[src/rtl/sc_fir_pkg.sv]
// Shared types, default geometry/coefficients and helpers for the stochastic FIR engine.
// The SC_FIR_LFSR_EN build option (used in sc_vdc_rng) relies on lfsr_taps() from here.
package sc_fir_pkg;

    typedef enum logic [1:0] {IDLE, RUN, DONE} state_e;

    localparam int DEF_N     = 12;
    localparam int DEF_ORDER = 18;

    typedef logic [DEF_N:0] cum_t;

    // Default filter: equal-weight moving average, cumulative weights rounded to 2^N.
    function automatic logic [DEF_ORDER:0][DEF_N:0] default_cum();
        logic [DEF_ORDER:0][DEF_N:0] v;
        for (int k = 0; k <= DEF_ORDER; k++) begin
            v[k] = cum_t'(((k + 1) * (1 << DEF_N) + (DEF_ORDER + 1) / 2) / (DEF_ORDER + 1));
        end
        return v;
    endfunction

    localparam logic [DEF_ORDER:0][DEF_N:0] COEF_CUM = default_cum();
    localparam logic [DEF_ORDER:0]          COEF_NEG = '0;

    function automatic logic [31:0] bitrev(input logic [31:0] v, input int w);
        logic [31:0] r;
        r = '0;
        for (int i = 0; i < w; i++) begin
            r[i] = v[w-1-i];
        end
        return r;
    endfunction

    // Fibonacci feedback masks (bit i = register bit i) for maximal-length sequences.
    function automatic logic [31:0] lfsr_taps(input int w);
        case (w)
            2:       return 32'h0000_0003;
            3:       return 32'h0000_0006;
            4:       return 32'h0000_000C;
            5:       return 32'h0000_0014;
            6:       return 32'h0000_0030;
            7:       return 32'h0000_0060;
            8:       return 32'h0000_00B8;
            9:       return 32'h0000_0110;
            10:      return 32'h0000_0240;
            11:      return 32'h0000_0500;
            12:      return 32'h0000_0829;
            13:      return 32'h0000_100D;
            14:      return 32'h0000_2015;
            15:      return 32'h0000_6000;
            default: return 32'h0000_D008;
        endcase
    endfunction

endpackage

[src/rtl/sc_vdc_rng.sv]
// SC cycle counter plus comparator random source: bit-reversed count (van der Corput),
// or an N-bit maximal LFSR when SC_FIR_LFSR_EN is defined. start restarts the sequence.
module sc_vdc_rng
    import sc_fir_pkg::*;
#(
    parameter int N = DEF_N
) (
    input  logic         clk_i,
    input  logic         srst_i,
    input  logic         start_i,
    input  logic         run_i,
    output logic [N-1:0] cnt_o,
    output logic [N-1:0] r_o,
    output logic         last_o
);

    logic [N-1:0] cnt_q, cnt_d;

    always_comb begin
        cnt_d = cnt_q;
        if (start_i) begin
            cnt_d = '0;
        end else if (run_i) begin
            cnt_d = cnt_q + N'(1);
        end
    end

    always_ff @(posedge clk_i) begin
        if (srst_i) begin
            cnt_q <= '0;
        end else begin
            cnt_q <= cnt_d;
        end
    end

    assign cnt_o  = cnt_q;
    assign last_o = run_i && (cnt_q == '1);

`ifdef SC_FIR_LFSR_EN
    localparam logic [N-1:0] TAPS = N'(lfsr_taps(N));

    logic [N-1:0] lfsr_q, lfsr_d;

    always_comb begin
        lfsr_d = lfsr_q;
        if (start_i) begin
            lfsr_d = N'(1);
        end else if (run_i) begin
            lfsr_d = {lfsr_q[N-2:0], ^(lfsr_q & TAPS)};
        end
    end

    always_ff @(posedge clk_i) begin
        if (srst_i) begin
            lfsr_q <= N'(1);
        end else begin
            lfsr_q <= lfsr_d;
        end
    end

    assign r_o = lfsr_q;
`else
    assign r_o = N'(bitrev(32'(cnt_q), N));
`endif

endmodule

[src/rtl/sc_fir_engine.sv]
// Stochastic-computing FIR: each accepted sample shifts the tap line, then 2^N SC cycles
// count stream ones into the result. SC_FIR_LFSR_EN selects an LFSR comparator source.
module sc_fir_engine #(
    parameter int                                N        = sc_fir_pkg::DEF_N,
    parameter int                                ORDER    = sc_fir_pkg::DEF_ORDER,
    parameter logic [ORDER:0][N:0]               COEF_CUM = sc_fir_pkg::COEF_CUM,
    parameter logic [ORDER:0]                    COEF_NEG = sc_fir_pkg::COEF_NEG
) (
    input  logic         clock,
    input  logic         reset,
    input  logic [N-1:0] in,
    input  logic         in_valid,
    output logic         in_ready,
    output logic [N-1:0] out,
    output logic         out_valid,
    input  logic         out_ready,
    output logic         done
);
    import sc_fir_pkg::*;

    localparam int IDX_W = (ORDER > 0) ? $clog2(ORDER + 1) : 1;

    state_e                  state_q, state_d;
    logic [ORDER:0][N-1:0]   taps_q;
    logic [N-1:0]            acc_q, acc_d;
    logic [N-1:0]            out_q, out_d;
    logic                    out_valid_q, out_valid_d;

    logic [N-1:0]            cnt, r_val;
    logic                    last, run, accept, in_ready_c, done_c;
    logic [ORDER:0]          hit;
    logic [IDX_W-1:0]        tsel;
    logic [N-1:0]            x_val, acc_sum;
    logic                    sc_bit;

    sc_vdc_rng #(.N(N)) u_rng (
        .clk_i   (clock),
        .srst_i  (reset),
        .start_i (accept),
        .run_i   (run),
        .cnt_o   (cnt),
        .r_o     (r_val),
        .last_o  (last)
    );

    // Inverse-CDF tap select: tap k owns sel in [COEF_CUM[k-1], COEF_CUM[k]).
    for (genvar gi = 0; gi <= ORDER; gi++) begin : g_cdf
        assign hit[gi] = ({1'b0, cnt} < COEF_CUM[gi]);
    end

    always_comb begin
        tsel = IDX_W'(ORDER);
        for (int k = ORDER; k >= 0; k--) begin
            if (hit[k]) begin
                tsel = IDX_W'(k);
            end
        end
    end

    assign x_val   = taps_q[tsel] ^ {N{COEF_NEG[tsel]}};
    assign sc_bit  = (x_val > r_val);
    assign acc_sum = acc_q + N'(sc_bit);

    assign in_ready = in_ready_c & ~reset;
    assign done     = done_c & ~reset;
    assign accept   = in_ready & in_valid;

    always_comb begin
        state_d     = state_q;
        acc_d       = acc_q;
        out_d       = out_q;
        out_valid_d = out_valid_q;
        in_ready_c  = 1'b0;
        done_c      = 1'b0;
        run         = 1'b0;
        case (state_q)
            IDLE: begin
                in_ready_c = 1'b1;
                if (in_valid) begin
                    acc_d   = '0;
                    state_d = RUN;
                end
            end
            RUN: begin
                run   = 1'b1;
                acc_d = acc_sum;
                if (last) begin
                    done_c      = 1'b1;
                    out_d       = acc_sum;
                    out_valid_d = 1'b1;
                    state_d     = DONE;
                end
            end
            DONE: begin
                if (out_ready) begin
                    out_valid_d = 1'b0;
                    state_d     = IDLE;
                end
            end
            default: state_d = IDLE;
        endcase
    end

    always_ff @(posedge clock) begin
        if (reset) begin
            state_q     <= IDLE;
            taps_q      <= '0;
            acc_q       <= '0;
            out_q       <= '0;
            out_valid_q <= 1'b0;
        end else begin
            state_q     <= state_d;
            acc_q       <= acc_d;
            out_q       <= out_d;
            out_valid_q <= out_valid_d;
            if (accept) begin
                taps_q <= {taps_q[ORDER-1:0], in};
            end
        end
    end

    assign out       = out_q;
    assign out_valid = out_valid_q;

endmodule

[config.mk]
export PLATFORM = sky130hd
export DESIGN_NAME = sc_fir_engine
export DESIGN_NICKNAME = d
export VERILOG_FILES = /design/src/rtl/sc_fir_pkg.sv /design/src/rtl/sc_vdc_rng.sv /design/src/rtl/sc_fir_engine.sv
export SDC_FILE = /design/constraint.sdc
export NUM_CORES = 1
export LEC_CHECK = 0
export CORE_MARGIN = 8
export CORE_UTILIZATION = 34
export CTS_CLUSTER_DIAMETER = 50
export CTS_CLUSTER_SIZE = 14
export DETAILED_ROUTE_END_ITERATION = 16
export HOLD_SLACK_MARGIN = 0.08
export PLACE_DENSITY = 0.5
export SLEW_MARGIN = 40
export SYNTH_ARGS = -nofsm -noshare
export SYNTH_HDL_FRONTEND = slang
export SYNTH_SLANG_ARGS = --single-unit
export TNS_END_PERCENT = 50
[constraint.sdc]
create_clock -name clock -period 5.6 [get_ports clock]
set_input_delay 0.84 -clock clock [delete_from_list [all_inputs] [get_ports clock]]
set_output_delay 0.84 -clock clock [all_outputs]
set_load 0.1 [all_outputs]
==> metrics.md <==
| Metric | Value |
|---|---|
| Slowest cell on the critical path | `sky130_fd_sc_hd__a2111o_2` |
| Leakage power | `5.93 nW` |
| R2r worst-path depth | `31` |
| Status | `finished with violations` |
| Relative contribution of combinational cells to total power | `0.052` |
| Worst Hold Launch | `out_valid` |
| DR WL/cell | `18.0 µm` |
| Synthesized area per cell | `10.5 µm²` |
| Final weighted congestion of routability-driven global placement | `0.866` |
| Cell area power density | `304 nW/µm²` |
| Total nets after synthesis | `1,129` |
| Worst flop-to-flop path endpoint | `out[8]` |
| Global-route wire length before repair | `49.4 mm` |
| Worst Max-Slew Pin Slew | `682 ps` |
| Post-Syn Area | `11,500 µm²` |
| Maximum buffer depth of the clock tree | `3` |
| Number of inserted diodes | `0` |
| Total track usage | `0.146` |
| Proportion of synthesized flip-flops having asynchronous set or reset | `0` |
| Setup total negative slack | `-45.1 ps` |
| Setup repair after global routing missed its margin | `yes` |
| Aggregate global routing overflow | `0` |
| Worst slew margin relative to its limit | `0.541` |
| Highest net fanout along the worst path | `8` |
| Worst Hold Path Cells | `2` |
| Placed standard-cell area | `13,000 µm²` |
| Area inside the core boundary | `33,400 µm²` |
| Fraction of power spent switching nets | `0.235` |
| Crit Path Category | `flop to flop` |
| Height of the die | `200 µm` |
| Hold/Removal Path Class | `flop to flop` |
| Delay contributed by the slowest stage of the critical path | `610 ps` |
| Skew-Pair Late Insertion Delay | `510 ps` |
| Hold Violations, Final | `0` |
| Port-buffer cells | `30` |
| Data arrival, critical path | `6020 ps` |
| Routed via count | `9,028` |
| Terminating pin of the worst hold path | `out_valid` |
| Sink Count | `267` |
| Post-layout instance area | `14,700 µm²` |
| Root Buffer | `sky130_fd_sc_hd__clkbuf_16` |
| Number of storage elements in the synthesis netlist | `267` |
| Count of TritonRoute iterations in the first routing pass | `7` |
| # H-tree levels | `2` |
| # hold bufs at CTS | `0` |
| Total half-perimeter wirelength after legalization and detailed placement | `20.0 mm` |
| Commonest non-fill, non-tap cell in the layout | `sky130_fd_sc_hd__dfxtp_1` |
| Clock tree from TritonCTS | `done` |
| Cell internal power dissipation | `0.00342 W` |
| Worst setup EP type | `flop` |
| Number of warnings printed during yosys synthesis | `0` |
| Routed WL | `30.3 mm` |
| Register clock-pin slew on the reported worst setup and hold paths | `60 ps` |
| Minimum period implied by the final worst setup slack | `5640 ps` |
| Number of instances in the synthesized netlist | `1,097` |
| Critical path's top delay family | `compound AO/OA/AOI/OAI gates` |
| Final Max Slew Viols | `0` |
| # fillers | `3,182` |
| Startpoint type of the worst setup path | `flop` |
| Starting Density | `0.345` |
| Portion of total power attributed to the clock network | `0.517` |
| Overall power of the completed layout | `0.00447 W` |
| I/O pin count | `31` |
| Failing checks | `negative setup slack` |
| Highest-count cells in the layout ignoring fill and taps | `sky130_fd_sc_hd__dfxtp_1, sky130_fd_sc_hd__a22o_1, sky130_fd_sc_hd__buf_4` |
| Number of enable flip-flop cells after synthesis | `0` |
| CTS buffer count | `35` |
| Floorplan die area | `40,100 µm²` |
| Area growth syn-to-layout | `27.6%` |
| Number of buffers and inverters on the critical path | `4` |
| Portion of the clock cycle consumed by the worst path in the final layout | `1.01` |
| Slack of the worst reg-to-reg path | `-40 ps` |
| Maxcap violations | `0` |
| Total net switching power | `0.00105 W` |
| Crit path setup slack, layout | `-40.2 ps` |
| Total of endpoints with negative setup slack in the final report | `2` |
| Number of antenna violations at the first check in global routing | `0` |
| Sequential element share of the synthesized area | `0.463` |
| Net count of the finished layout | `1,243` |
| Data required time at the worst endpoint | `5980 ps` |
| Clock tree skew after final layout | `21.6 ps` |
| Iteration-0 DRC Markers | `635` |
| Number of rows created at floorplan | `67` |
| Seq pwr share | `0.430` |
| Pin count of the biggest net entering global routing | `113` |
| Remaining antenna violation count | `0` |
| Dominant synthesized flop cell | `sky130_fd_sc_hd__dfxtp_1` |
| Worst VDD drop | `256 µV` |
| Die Width | `200 µm` |
| Count of distinct cell types in the synthesized netlist | `71` |
| Via count normalized by instance count | `5.36` |
| Number of remaining DRC errors | `0` |
| Reg-to-reg startpoint | `u_rng.cnt_o[0]` |
| Max Clk Rate | `177 MHz` |
| Share of cells above drive strength 1 | `0.263` |
| Number of global-route vias before repair | `8,872` |
worst max path at each step:
| stage | depth (start not counted) | startpoint | slack, ps | end |
|---|---|---|---|---|
| 6_report | 31 | u_rng.cnt_o[0] | -40 | out[8] |
| 5_1_grt | 31 | u_rng.cnt_o[0] | -300 | out[11] |
| 4_1_cts | 34 | u_rng.cnt_o[0] | 3 | out[10] |
| 3_5_place_dp | 25 | u_rng.cnt_o[7] | -400 | out[10] |
| 3_3_place_gp | 29 | u_rng.cnt_o[7] | -470 | out[10] |
| 2_1_floorplan | 30 | u_rng.cnt_o[1] | 200 | out[10] |
final cells by class:
class,instances,area (µm²),area share
Clock buffer,43,988,0.0672
Clock inverter,19,240,0.0163
Inverter,13,53.8,0.00366
Multi-Input combinational cell,718,5990,0.407
Sequential cell,267,5350,0.364
Tap cell,448,561,0.0381
Timing Repair Buffer,176,1530,0.104
layer usage:
metal / share of wire / vias up / GRT usage
li1: - / 4423 / -
met1: 0.49 / 4406 / 0.202
met2: 0.45 / 151 / 0.230
met3: 0.032 / 48 / 0.0215
met4: 0.024 / 0 / 0.0474
met5: 0 / - / 0
what timing repair did:
item | in CTS | in global routing
pin swaps | 15 | 32
setup endpoints to repair | 16 | 16
buffers inserted | 8 | 9
gates resized for setup | 33 | 42
through the flow:
| step | hold WS (ps) | setup slack, ps | cells | util |
|---|---|---|---|---|
| final | 461 | -40.2 | 1684 | 0.440 |
| after global routing | 487 | -304 | 1684 | 0.440 |
| after CTS | 463 | 3.47 | 1677 | 0.431 |
| after detailed placement | 455 | -401 | 1607 | 0.389 |
| after global placement | 448 | -467 | 1604 | 0.389 |
| after floorplan | 442 | 200 | 1097 | - |
synth_stat cells, types with 11 or more instances:
master,n,share of area
sky130_fd_sc_hd__mux2i_1,91,0.079
sky130_fd_sc_hd__nand3_1,32,0.014
sky130_fd_sc_hd__xnor2_1,13,0.0099
sky130_fd_sc_hd__mux2_2,27,0.026
sky130_fd_sc_hd__dfxtp_1,267,0.46
sky130_fd_sc_hd__a22o_1,239,0.18
sky130_fd_sc_hd__a22oi_1,11,0.0072
sky130_fd_sc_hd__nor2_1,58,0.019
sky130_fd_sc_hd__o21ai_0,13,0.0056
sky130_fd_sc_hd__a21oi_1,28,0.012
sky130_fd_sc_hd__ha_1,16,0.017
sky130_fd_sc_hd__nand2_1,65,0.021
sky130_fd_sc_hd__buf_2,12,0.0052
sky130_fd_sc_hd__clkbuf_1,71,0.023
worst register-to-register path, delay by kind of cell (launching register included):
| family | cells | cell delay, ps |
|---|---|---|
| DFF | 1 | 330 |
| xor gates and xnor gates | 1 | 140 |
| adders and majority gates | 4 | 860 |
| and+or+nand+nor | 8 | 860 |
| buffers and inverters | 4 | 500 |
| AOI/OAI and AO/OA | 13 | 2510 |
| muxes | 1 | 300 |
logic make-up after synthesis:
family,after synthesis,synth area share
and+or+nand+nor,198,0.0781
AOI/OAI and AO/OA,356,0.261
xor gates and xnor gates,19,0.0144
muxes,129,0.121
buffers and inverters,112,0.0447
adders and majority gates,16,0.0174
DFF,267,0.463
state kept, by name, indices dropped and copies added (netlist names):
name and flops:
taps_q 228, out_valid 1, out 12, state_q 2, acc_q 12, u_rng.cnt_o 12
power groups by stage:
stage	clock [W]	sequential, W	combinational, W
2_1_floorplan	0	0.00196	0.000140
3_3_place_gp	0	0.00197	0.000211
3_5_place_dp	0	0.00197	0.000217
4_1_cts	0.00238	0.00192	0.000224
5_1_grt	0.00246	0.00193	0.000256
6_report	0.00231	0.00193	0.000233
No activity file was read; power rests on OpenSTA's default activity.
==> patch, RTL diff (same settings) <==
Add a define of `SC_FIR_LFSR_EN`.
--- a/src/rtl/sc_vdc_rng.sv
+++ b/src/rtl/sc_vdc_rng.sv
@@ -1,5 +1,7 @@
 // SC cycle counter plus comparator random source: bit-reversed count (van der Corput),
 // or an N-bit maximal LFSR when SC_FIR_LFSR_EN is defined. start restarts the sequence.
+`define SC_FIR_LFSR_EN
+
 module sc_vdc_rng
     import sc_fir_pkg::*;
 #(
Check against the original RTL: no difference found for any inputs over 10 cycles, from zero or initial values and one cycle with reset high; that may be too few to reach the edited logic, so the function may still have changed.
==> patch against the original RTL <==
- sequential power is 4% higher
- non-clock buffer count is 14 higher
- power is 2.1% lower
- sequential share of layout area is 0.84 points higher
- sequential cell count is 12 higher
- clock skew is 9.2 ps lower
- critical path type unchanged
- clock power is 8% lower
- fmax is 3.6% higher
- synthesized area is 3.6% higher
- largest cell class unchanged
- setup slack better by 200 ps
- design area is 2.2% higher
- wire length is 12% higher
==> patch: results (changes against the original RTL) <==
.. list-table::
   :header-rows: 1

   * - Metric
     - Value
   * - Setup Buffers After CTS
     - 5 (-3)
   * - Crit-path slowest cell
     - or4_4
   * - Average routed wire per standard cell
     - 18.4 um (+2.2%)
   * - Final Routed Wirelength
     - 33900 um (+12%)
   * - Number of buffers created by CTS
     - 31 (-11%)
   * - Latest clock arrival within the worst-skew pair
     - 570 ps (+60 ps)
   * - WL met3
     - 1230 um (+27%)
   * - Share of final-layout standard cells stronger than drive strength 1
     - 22.7% (-3.6 points)
   * - Uppermost signal routing layer after detailed routing
     - met4
   * - Grt met1 use
     - 21.8% (+1.6 points)
   * - Root buffer cell
     - clkbuf_16
   * - Fill count
     - 3390 (+6.5%)
   * - Clock-pin slew on the worst setup and hold paths
     - 60 ps (about the same)
   * - GPL Wtd Cong
     - 0.836 (-3.5%)
   * - Number of gates given a new drive strength after cts
     - 16 (-52%)
   * - Largest voltage drop on the vdd net
     - 0.245 mV (-4.3%)
   * - Global Route Usage Sum
     - 15.8% (+1.2 points)
   * - Vias in the first global route
     - 9623 (+8.5%)
   * - Avg Synthesized Cell Area
     - 9.55 sq um (-9.2%)
   * - Worst setup slack before clock tree synthesis
     - -313 ps (+87.7 ps)
   * - Cells after DPL
     - 1775 (+10%)
   * - CTS max path bufs
     - 3 (unchanged)
   * - Delay contributed by the slowest stage of the critical path
     - 510 ps (-100 ps)
   * - Run status
     - finished clean
   * - Path type of the worst min-delay path
     - flop to flop
   * - Portion of the post-synthesis area used by sequential elements
     - 46.8% (+0.41 points)
   * - Most frequent cells after synthesis
     - dfxtp_1 (279), a22o_1 (228), nand2_1 (159)
   * - Length of routed met2 wiring
     - 15700 um (+15%)
   * - Worst-case headroom to the max-slew limit
     - 42.7% (-11 points)
   * - Largest net degree at the start of global routing
     - 176 (+56%)
   * - Largest register FFs
     - 228 (unchanged)
   * - Met3 Resource Use GR
     - 2.35% (+0.20 points)
   * - Largest delay share family, worst path
     - compound AO/OA/AOI/OAI gates
   * - Global-route wire length before repair
     - 54000 um (+9.3%)
   * - Final Net Count
     - 1396 (+12%)
   * - Top cells by area, synth
     - dfxtp_1 (47%), a22o_1 (17%), nand2_1 (5.0%)
   * - Maximum fanout along the worst path
     - 7 (-1)
   * - Cell area reported after detailed placement
     - 13500 sq um (+4.0%)
   * - Net switching power of the design
     - 1.03 mW (-2.4%)
   * - WP data arrival
     - 5890 ps (-130 ps)
   * - Number of levels the H-tree was split into
     - 1 (-1)
   * - Largest clock skew in the final design
     - 12.3 ps (-9.24 ps)
   * - DR vias/cell
     - 5.38 (+0.32%)
   * - Sum of net half-perimeters after detailed placement
     - 22300 um (+11%)
   * - Met1 Wirelength
     - 16100 um (+8.2%)
   * - Synth unique cells
     - 73 (+2.8%)
   * - Net count of the mapped netlist
     - 1283 (+14%)
   * - Number of detailed-route iterations in the first pass
     - 5 (-2)
   * - Met2 Track Usage GR
     - 25.5% (+2.5 points)
   * - Leakage power
     - 5.98 nW (+0.91%)
   * - First-iteration detailed-routing DRC count
     - 649 (+2.2%)
-- patch: cell count changes after synthesis, sizes merged, moves of 15 or more --
cell,unedited run,this run
mux2i,91,48
a31oi,3,18
nand2,65,160
buf,28,49
nor2,61,83
mux2,34,2
a21oi,28,75
-- patch: cell families after synthesis --
| kind of cell | synth area share (%) |
|---|---|
| AO/OA/AOI/OAI | 28.7 |
| XOR/XNOR | 1.54 |
| adder cells (fa/ha/maj) | 1.68 |
| buffers and inverters | 5.19 |
| flip-flops | 46.8 |
| multiplexers | 4.24 |
| AND/OR/NAND/NOR | 11.9 |
-- patch: power groups by stage --
| stage | combinational, mW | sequential, mW | clock (mW) |
|---|---|---|---|
| final | 0.236 | 2.01 | 2.13 |
| after detailed placement | 0.220 | 2.06 | 0 |
| after CTS | 0.229 | 2.01 | 2.19 |
| after floorplan | 0.142 | 2.05 | 0 |
| after global placement | 0.221 | 2.06 | 0 |
| after global routing | 0.258 | 2.01 | 2.28 |
-- patch: layout make-up --
class	count	area [sq um]	area share (%)
clock buffers	39	856	5.69
inverters	16	60.1	0.399
flip-flops and latches	279	5600	37.2
repair buffers	190	1670	11.1
well taps	455	569	3.78
clock inverters	18	228	1.51
multi-input cells	846	6060	40.3
-- patch: final timing paths --
check	from	slack (ps)	depth (start not counted)	to
setup reg to reg	u_rng.cnt_o[0]$_SDFFE_PP0P_	160	29	out[10]$_SDFFE_PP0P_
hold reg to reg	out_valid$_SDFFE_PP0P_	450	2	out_valid$_SDFFE_PP0P_
hold / removal	out_valid$_SDFFE_PP0P_	450	2	out_valid$_SDFFE_PP0P_
setup / recovery	u_rng.cnt_o[0]$_SDFFE_PP0P_	160	29	out[10]$_SDFFE_PP0P_
